File: src/rtl/logic_gate_fifo_if.sv
// rtl/logic_gate_fifo_if.sv - operand/result handshake bundle for logic_gate_fifo
// master drives operands and consumes results; slave is the gate FIFO.
interface logic_gate_fifo_if #(
    parameter int WIDTH = 8
);
    logic [WIDTH-1:0] A;
    logic [WIDTH-1:0] B;
    logic [2:0]       op;
    logic             in_valid;
    logic             in_ready;
    logic [WIDTH-1:0] out2;
    logic             out_valid;
    logic             out_ready;

    modport master (
        output A, B, op, in_valid, out_ready,
        input  in_ready, out2, out_valid
    );

    modport slave (
        input  A, B, op, in_valid, out_ready,
        output in_ready, out2, out_valid
    );
endinterface

File: src/rtl/logic_gate_fifo.sv
// rtl/logic_gate_fifo.sv - WIDTH-bit bitwise gate with DEPTH-entry result FIFO and push counter
// Optional per-entry parity output enabled by LOGIC_GATE_FIFO_PARITY_EN.
module logic_gate_fifo #(
    parameter int WIDTH = 8,
    parameter int DEPTH = 4
) (
    input  logic                       clk,
    input  logic                       rst,
    logic_gate_fifo_if.slave           bus,
    output logic [$clog2(DEPTH):0]     level,
    output logic [15:0]                acc_cnt
`ifdef LOGIC_GATE_FIFO_PARITY_EN
    ,
    output logic                       out_parity
`endif
);
    localparam int PW = $clog2(DEPTH);
    localparam int LW = PW + 1;
    localparam logic [LW-1:0] FULL_LVL = LW'(DEPTH);

    logic [WIDTH-1:0] mem_q [DEPTH];
    logic [PW-1:0]    wr_ptr_q, wr_ptr_d;
    logic [PW-1:0]    rd_ptr_q, rd_ptr_d;
    logic [LW-1:0]    level_q, level_d;
    logic [15:0]      acc_cnt_q, acc_cnt_d;

    logic             not_full;
    logic             not_empty;
    logic             push;
    logic             pop;
    logic [WIDTH-1:0] result;

    function automatic logic [WIDTH-1:0] gate_eval(input logic [2:0] sel,
                                                   input logic [WIDTH-1:0] a,
                                                   input logic [WIDTH-1:0] b);
        logic [WIDTH-1:0] r;
        r = '0;
        case (sel)
            3'd0:    r = a & b;
            3'd1:    r = a | b;
            3'd2:    r = a ^ b;
            3'd3:    r = ~(a & b);
            3'd4:    r = ~(a | b);
            3'd5:    r = ~(a ^ b);
            3'd6:    r = a;
            default: r = ~a;
        endcase
        return r;
    endfunction

    // Handshake flags come only from the registered level, never from in_valid/out_ready.
    assign not_full  = (level_q != FULL_LVL);
    assign not_empty = (level_q != '0);
    assign push      = bus.in_valid & not_full;
    assign pop       = bus.out_ready & not_empty;
    assign result    = gate_eval(bus.op, bus.A, bus.B);

    always_comb begin
        wr_ptr_d  = wr_ptr_q;
        rd_ptr_d  = rd_ptr_q;
        level_d   = level_q;
        acc_cnt_d = acc_cnt_q;
        if (push) begin
            wr_ptr_d = wr_ptr_q + 1'b1;
            if (acc_cnt_q != 16'hFFFF) begin
                acc_cnt_d = acc_cnt_q + 16'd1;
            end
        end
        if (pop) begin
            rd_ptr_d = rd_ptr_q + 1'b1;
        end
        case ({push, pop})
            2'b10:   level_d = level_q + 1'b1;
            2'b01:   level_d = level_q - 1'b1;
            default: level_d = level_q;
        endcase
    end

    always_ff @(posedge clk) begin
        if (rst) begin
            wr_ptr_q  <= '0;
            rd_ptr_q  <= '0;
            level_q   <= '0;
            acc_cnt_q <= '0;
        end else begin
            wr_ptr_q  <= wr_ptr_d;
            rd_ptr_q  <= rd_ptr_d;
            level_q   <= level_d;
            acc_cnt_q <= acc_cnt_d;
        end
    end

    // Storage needs no reset: empty entries are masked at the output.
    always_ff @(posedge clk) begin
        if (!rst && push) begin
            mem_q[wr_ptr_q] <= result;
        end
    end

    assign bus.in_ready  = not_full;
    assign bus.out_valid = not_empty;
    assign bus.out2      = not_empty ? mem_q[rd_ptr_q] : '0;
    assign level         = level_q;
    assign acc_cnt       = acc_cnt_q;

`ifdef LOGIC_GATE_FIFO_PARITY_EN
    logic par_q [DEPTH];

    always_ff @(posedge clk) begin
        if (!rst && push) begin
            par_q[wr_ptr_q] <= ^result;
        end
    end

    assign out_parity = not_empty ? par_q[rd_ptr_q] : 1'b0;
`endif

endmodule

File: src/flat_wrapper.sv
// flat-port wrapper written by rule: the top's interface ports become plain ports
module logic_gate_fifo_flat 
#(
    parameter int WIDTH = 8,
    parameter int DEPTH = 4
)
  (clk, rst, level, acc_cnt, bus_A, bus_B, bus_op, bus_in_valid, bus_out_ready, bus_in_ready, bus_out2, bus_out_valid);
  logic_gate_fifo_if #(.WIDTH(WIDTH)) bus_i ();
  input  logic clk;
  input  logic rst;
  output logic [$clog2(DEPTH):0] level;
  output logic [15:0] acc_cnt;
  input wire logic [$bits(bus_i.A)-1:0] bus_A;
  input wire logic [$bits(bus_i.B)-1:0] bus_B;
  input wire logic [$bits(bus_i.op)-1:0] bus_op;
  input wire logic [$bits(bus_i.in_valid)-1:0] bus_in_valid;
  input wire logic [$bits(bus_i.out_ready)-1:0] bus_out_ready;
  output wire logic [$bits(bus_i.in_ready)-1:0] bus_in_ready;
  output wire logic [$bits(bus_i.out2)-1:0] bus_out2;
  output wire logic [$bits(bus_i.out_valid)-1:0] bus_out_valid;
  assign bus_i.A = bus_A;
  assign bus_i.B = bus_B;
  assign bus_i.op = bus_op;
  assign bus_i.in_valid = bus_in_valid;
  assign bus_i.out_ready = bus_out_ready;
  assign bus_in_ready = bus_i.in_ready;
  assign bus_out2 = bus_i.out2;
  assign bus_out_valid = bus_i.out_valid;
  logic_gate_fifo #(.WIDTH(WIDTH), .DEPTH(DEPTH)) u_core (.clk(clk), .rst(rst), .bus(bus_i), .level(level), .acc_cnt(acc_cnt));
endmodule
File: config.mk
export PLATFORM = sky130hd
export DESIGN_NAME = logic_gate_fifo_flat
export DESIGN_NICKNAME = d
export VERILOG_FILES = /design/src/rtl/logic_gate_fifo_if.sv /design/src/rtl/logic_gate_fifo.sv /design/src/flat_wrapper.sv
export SDC_FILE = /design/constraint.sdc
export NUM_CORES = 1
export LEC_CHECK = 0
export ABC_AREA = 1
export CAP_MARGIN = 20
export CELL_PAD_IN_SITES_DETAIL_PLACEMENT = 1
export CELL_PAD_IN_SITES_GLOBAL_PLACEMENT = 1
export CORE_MARGIN = 5
export CORE_UTILIZATION = 25
export DETAILED_ROUTE_END_ITERATION = 12
export GPL_ROUTABILITY_DRIVEN = 0
export GPL_TIMING_DRIVEN = 0
export PLACE_DENSITY = 0.67
export REMOVE_ABC_BUFFERS = 1
export SLEW_MARGIN = 5
export SYNTH_ARGS = -nofsm -noshare
export SYNTH_HDL_FRONTEND = slang
export SYNTH_SLANG_ARGS = --single-unit
File: constraint.sdc
create_clock -name clk -period 2 [get_ports clk]
set_clock_uncertainty 0.2 [all_clocks]
set_input_delay 0.3 -clock clk [delete_from_list [all_inputs] [get_ports clk]]
set_output_delay 0.3 -clock clk [all_outputs]
set_load 0.01 [all_outputs]
-- Yosys cells after proc, flatten, opt, wreduce, memory -nomap -nowiden
Memory sizes are Yosys's and may differ from the RTL's. A register that Yosys moved wholly into a read port is not among the register bits.
Index checks and enable logic that the tools add are counted.
- flip-flop bits (word level): 23
- latch bits: 0
- bits in writable memories: 32
- memory bits (read-only): 0
- bits of input ports: 23
- output and inout port bits: 29
- word-level logic and storage cells: 42
- memories: 1
- memories (name ; depth ; width ; rd ports ; clocked after memory_dff ; write ports ; RTL line ; RTL):
    u_core.mem_q ; 4 ; 8 ; 1 ; 1 ; 1 ; logic_gate_fifo.sv:21 ; logic [WIDTH-1:0] mem_q [DEPTH];
- add/subtract/negate cells: 5
- multiply operators: 0
- divide/modulo/power cells: 0
- magnitude comparators: 0
- equal/unequal tests: 10
- shift-type cells: 0
- muxes and demuxes: 7
- bitwise operators: 9
- reductions and logical operators: 6
- operators by type and width (cell ; count):
    8-bit one-hot mux with 7 select lines ; 1
    8-bit inverter ; 4
    16-bit by 1-bit adder with 16-bit output (second input constant) ; 1
    16-bit != test (second input constant) ; 1
    3-bit equality test (second input constant) ; 3
    8-bit AND ; 1
    8-bit two-way mux ; 1
    8-bit bitwise OR ; 1
    8-bit bitwise XOR ; 1
    3-bit by 2-bit equality test with 1-bit output (second input constant) ; 2
    3-bit one-hot mux with 2 select lines ; 1
    2-bit by 1-bit adder with 2-bit output (second input constant) ; 2
    2-bit two-way mux ; 2
    3-bit by 1-bit adder with 3-bit output (second input constant) ; 1
    3-bit by 1-bit equality test with 1-bit output (second input constant) ; 1
    3-bit logical NOT ; 1
    3-bit != test (second input constant) ; 1
    3-bit nonzero test ; 1
    3-bit by 1-bit subtractor with 3-bit output (second input constant) ; 1
    1-bit AND ; 2
    2-bit by 1-bit equality test with 1-bit output (second input constant) ; 1
    2-bit equality test (second input constant) ; 1
    1-bit two-way mux ; 2
    2-bit AND reduction ; 1
    other kinds (3) ; 3

-- Logic depth before layout (Yosys ltp)
- word-level depth: 5
- mapped depth: 11
- mapped depth without buffers: 11

-- Least setup slack after synthesis
OpenSTA, ideal clock, no wires.
- path kind: register to register
- from: register u_core.level_q[2], in the netlist u_core.level[2]
- to: register u_core.level_q[2], in the netlist u_core.level[2]
- setup time: 122 ps
- arrival time: 1878 ps
- required time: 1678 ps
- setup slack: -200 ps
- cell stages (with the launch flop): 12
- buffers on the path: 0
- clock period less this slack: 2200 ps
- cells stage by stage: dfxtp_1 > inv_1 > nand2_1 > inv_2 > nor2_4 > ha_1 > inv_1 > fa_1 > a21oi_1 > o21ai_0 > o21ai_0 > a21oi_1
- word-level cells in the longest chain between the ends: 4
- elaborated cells on any way between the ends: 10
- classes of those cells: add/sub: 2; eq/ne: 3; mux: 1; bitwise: 2; reduce/logical: 2
- RTL lines (what ; RTL line ; RTL):
    from (decl) ; logic_gate_fifo.sv:24 ; logic [LW-1:0] level_q, level_d;
    from (signal assigned) ; logic_gate_fifo.sv:88 ; level_q <= level_d;
    3-bit nonzero test * ; logic_gate_fifo.sv:53 ; assign not_empty = (level_q != '0);
    named net bus_out_valid ; flat_wrapper.sv:20 ; output wire logic [$bits(bus_i.out_valid)-1:0] bus_out_valid;
    1-bit AND * ; logic_gate_fifo.sv:55 ; assign pop = bus.out_ready & not_empty;
    named net u_core.pop ; logic_gate_fifo.sv:30 ; logic pop;
    2-bit by 1-bit equality test with 1-bit output / 2-bit equality test (equally long branches) ; logic_gate_fifo.sv:72 ; case ({push, pop})
    3-bit one-hot mux with 2 select lines / 2-bit nonzero test (equally long branches) ; - ;
The timed path passes the listed nets; every way through them passes the cells marked *.
A chain may end at the register's enable or synchronous reset.

-- Final worst setup path
- from: register u_core.level_q[0], in the netlist u_core.level[0]
- to: register u_core.level_q[2], in the netlist u_core.level[2]
- word-level cells in the longest chain between the ends: 4
- elaborated cells on any way between the ends: 10
- classes of those cells: add/sub: 2; eq/ne: 3; mux: 1; bitwise: 2; reduce/logical: 2
- RTL lines (what ; RTL line):
    3-bit nonzero test * ; logic_gate_fifo.sv:53
    1-bit AND * ; logic_gate_fifo.sv:55
    named net u_core.pop ; logic_gate_fifo.sv:30
    2-bit by 1-bit equality test with 1-bit output / 2-bit equality test (equally long branches) ; logic_gate_fifo.sv:72
    3-bit one-hot mux with 2 select lines / 2-bit nonzero test (equally long branches) ; -
Marks and branches as above.

==> metrics.md <==
| Metric | Value |
|---|---|
| Outcome | finished clean |
| TritonCTS clock tree | built |
| Synth Register Bits | 57 |
| Vias in the first global route | 3,258 |
| Fmax | 0.500 GHz |
| Hpwl dp | 7320 um |
| Hold Vio Cnt, Final | 0 |
| Critical path capture point type | flop |
| Reg2reg end | u_core.level[2]$_SDFFE_PP0P_ |
| Via density | 4.62 |
| Clock buffer depth | 2 |
| Hold path cells | 2 |
| Synth area leader | edfxtp_1 |
| Initial DRC Count | 123 |
| Num CTS Buffers | 9 |
| DRC | 0 |
| CP Launch Type | flop |
| Setup violators final | 0 |
| CP Data Arrival Time | approximately 2 ns |
| Die Wd | 127 um |
| Share of cells above drive strength 1 | between 10% and 20% |
| Ant diodes | 0 |
| Yosys top cell area share | 28.2% |
| Hold buffers post-CTS | 0 |
| CP peak stage delay | 0.37 ns |
| I/O pin cnt | 52 |
| Worst hold path class | flop to flop |
| First-pass GRT wire length | 16,000 um |
| Final instance area | ~4700 um2 |
| Die H | 127 um |
| M1 WL | 4510 um |
| Critical path type | flop to flop |
| Die area | 16,100 um2 |
| Via count | 3,204 |
| Synth async-reset ratio | 0% |
| Setup TNS | 0 ns |
| Post-Syn Instances | 436 |
| P_leak | about 0.0018 uW |
| Clock slew at reported path FFs | 0.05 ns |
| Max_slew headroom | 58.8% |
| Drt total wl | roughly 10,000 um |
| Mapped Area | approximately 3400 um2 |
| Met3 routed WL | 255 um |
| Uppermost routed layer | met4 |
| Total gr overflow | 0 |
| Port Buffers | 51 |
| Dpl cell area | 4100 um2 |
| Largest net degree at the start of global routing | 20 |
| H-tree depth | 3 |
| Pwr per Cell Area | approximately 890 nW/um2 |
| MaxCap Viol Count | 0 |
| Synth cell types | 34 |
| Initial Util | 25.7% |
| Ys flop type | edfxtp_1 |
| Post-DRT Antenna Nets | 0 |
| CP max-delay cell | fa_2 |
| Final number of max-transition violations | 0 |
| Synth cell count leaders | 78 x nor2_1, 71 x nand2_1, 57 x inv_1, 39 x o21ai_0, 32 x edfxtp_1 |
| Worst Max-Slew Pin Slew | 0.615 ns |
| Minimum clock period | 2.00 ns |
| Met2 wire length | 5200 um |
| Layout area overhead | 37.1% |
| Site row count | 42 |
| Antenna violations before repair | 0 |
| CP cell instances | nor2_4 -> nand2_4 -> inv_6 -> nor2_4 -> ha_4 -> inv_2 -> fa_2 -> a21oi_2 -> o21ai_1 -> o21ai_1 -> a21oi_1 |
| Clk root buf | clkbuf_16 |
| Avg Inst Size Synth | 7.83 um2 |
| DRT Pass-1 Iters | 4 |
| Clock sinks | 57 |
| R2R setup slack | 0.0006 ns |
| WP buf/inv | 2 |
| Worst-skew pair later-pin latency | around 0.33 ns |
| Crit share post-route | between 90 and 100% |
| GRT Resource Usage Total | between 10% and 20% |
| Layout Nets | 558 |
| Worst IR drop on VDD | 0.406 mV |
| Most numerous cell in the Yosys netlist | nor2_1 |
| Core Area | 13,300 um2 |
| Hold Path Origin | u_core.rd_ptr_q[1]$_SDFFE_PP0P_ |
| Wire per inst | roughly 15 um |
| Worst reg-to-reg path cell count | 11 |
| Number of synthesized flops with an enable pin | 32 |
| Reg2reg start | u_core.level[0]$_SDFFE_PP0P_ |
| RSZ-0062 raised after global routing | true |
| CP top delay family | adder cells |
| Critical Path RT | 2.01 ns |
| CP max FO | 9 |
| Top post-synthesis cells by area | edfxtp_1 28%, dfxtp_1 15%, nor2_1 8.6% |
| Synth warn | 0 |
| Seq/Total Area, Yosys | 42.8% |
area by class of cell:
class	instances	area, um2
fillers	1582	8620
flip-flops and latches	57	1480
multi-input cells	311	1800
well taps	176	220
inverters	61	245
clock inverters	2	10.0
repair buffers	72	676
clock buffers	14	244
where the power goes:
| part | leakage (uW) | switching, uW | internal (uW) |
|---|---|---|---|
| combinational | 0.00119 | 808 | 585 |
| clock | 0.000125 | 489 | 832 |
| sequential | 0.000500 | 77.2 | 1370 |
| total | 0.00182 | 1370 | 2790 |
worst register-to-register path: stages (launching register included):
cell     delay, ns
dfxtp_4       0.36
nor2_4        0.05
nand2_4       0.08
inv_6         0.06
nor2_4        0.14
ha_4          0.15
inv_2         0.05
fa_2          0.37
a21oi_2       0.14
o21ai_1       0.10
o21ai_1       0.13
a21oi_1       0.05
routing by layer:
metal  track usage, %  up-vias
li1                 -     1595
met3             1.85       17
met1             14.8     1547
met5                0        -
met2             21.6       45
met4             5.80        0
how the worst max path moves through the flow:
stage / endpoint / cells after the start / start
after floorplan: u_core.level[2]$_SDFFE_PP0P_ / 11 / u_core.level[2]$_SDFFE_PP0P_
after global placement: u_core.mem_q[0][6]$_DFFE_PP_ / 4 / rst
after detailed placement: u_core.mem_q[1][6]$_DFFE_PP_ / 4 / rst
after CTS: u_core.level[2]$_SDFFE_PP0P_ / 11 / u_core.level[1]$_SDFFE_PP0P_
after global routing: u_core.level[1]$_SDFFE_PP0P_ / 10 / u_core.level[1]$_SDFFE_PP0P_
final: u_core.level[2]$_SDFFE_PP0P_ / 11 / u_core.level[0]$_SDFFE_PP0P_
stage by stage:
| step | total power, uW | hold slack [ns] | std cells | utilization (%) | setup slack (ns) |
|---|---|---|---|---|---|
| 6_report | 4160 | 0.276 | 693 | 35.2 | 0.000567 |
| 5_1_grt | 4400 | 0.305 | 693 | 35.2 | -0.0719 |
| 4_1_cts | 4050 | 0.280 | 681 | 33.6 | -0.136 |
| 3_5_place_dp | 2640 | 0.268 | 656 | 30.8 | -0.784 |
| 3_3_place_gp | 2590 | 0.254 | 656 | 30.8 | -0.722 |
| 2_1_floorplan | 2050 | 0.169 | 429 | - | -0.200 |
flip-flops by register name, summed over array words and instances (netlist names), named ones only:
register,count
u_core.rd_ptr_q,2
u_core.acc_cnt,16
u_core.wr_ptr_q,2
u_core.mem_q,32
u_core.level,3
cell families after synthesis:
kind of cell | after synthesis | share of synthesized area (%)
buffers and inverters | 68 | 8.10
AND/OR/NAND/NOR | 202 | 26.6
AO/OA/AOI/OAI | 84 | 13.3
flip-flops | 57 | 42.8
adder cells (fa/ha/maj) | 23 | 8.65
XOR/XNOR | 2 | 0.513
placed cells by master, fill, tap and decap left out, drive strengths merged, types with 2 or more instances in the layout:
cell type,instances
nor2,90
nand2,77
inv,60
o21ai,41
clkdlybuf4s50,39
edfxtp,32
a21oi,31
buf,28
dfxtp,25
ha,22
nand3,22
clkbuf,15
nand4,9
o22ai,8
a31oi,2
clkinv,2
dlymetal6s2s,2
dlygate4sd2,2
nor3,2
repair_timing:
item / in CTS / in global routing
resized for setup: 61 / 33
cloned: 0 / 0
setup endpoints to repair: 77 / 77
pin swaps: 4 / 13
setup buffers: 9 / 12
Note: power is estimated with default switching activity, not from simulation.
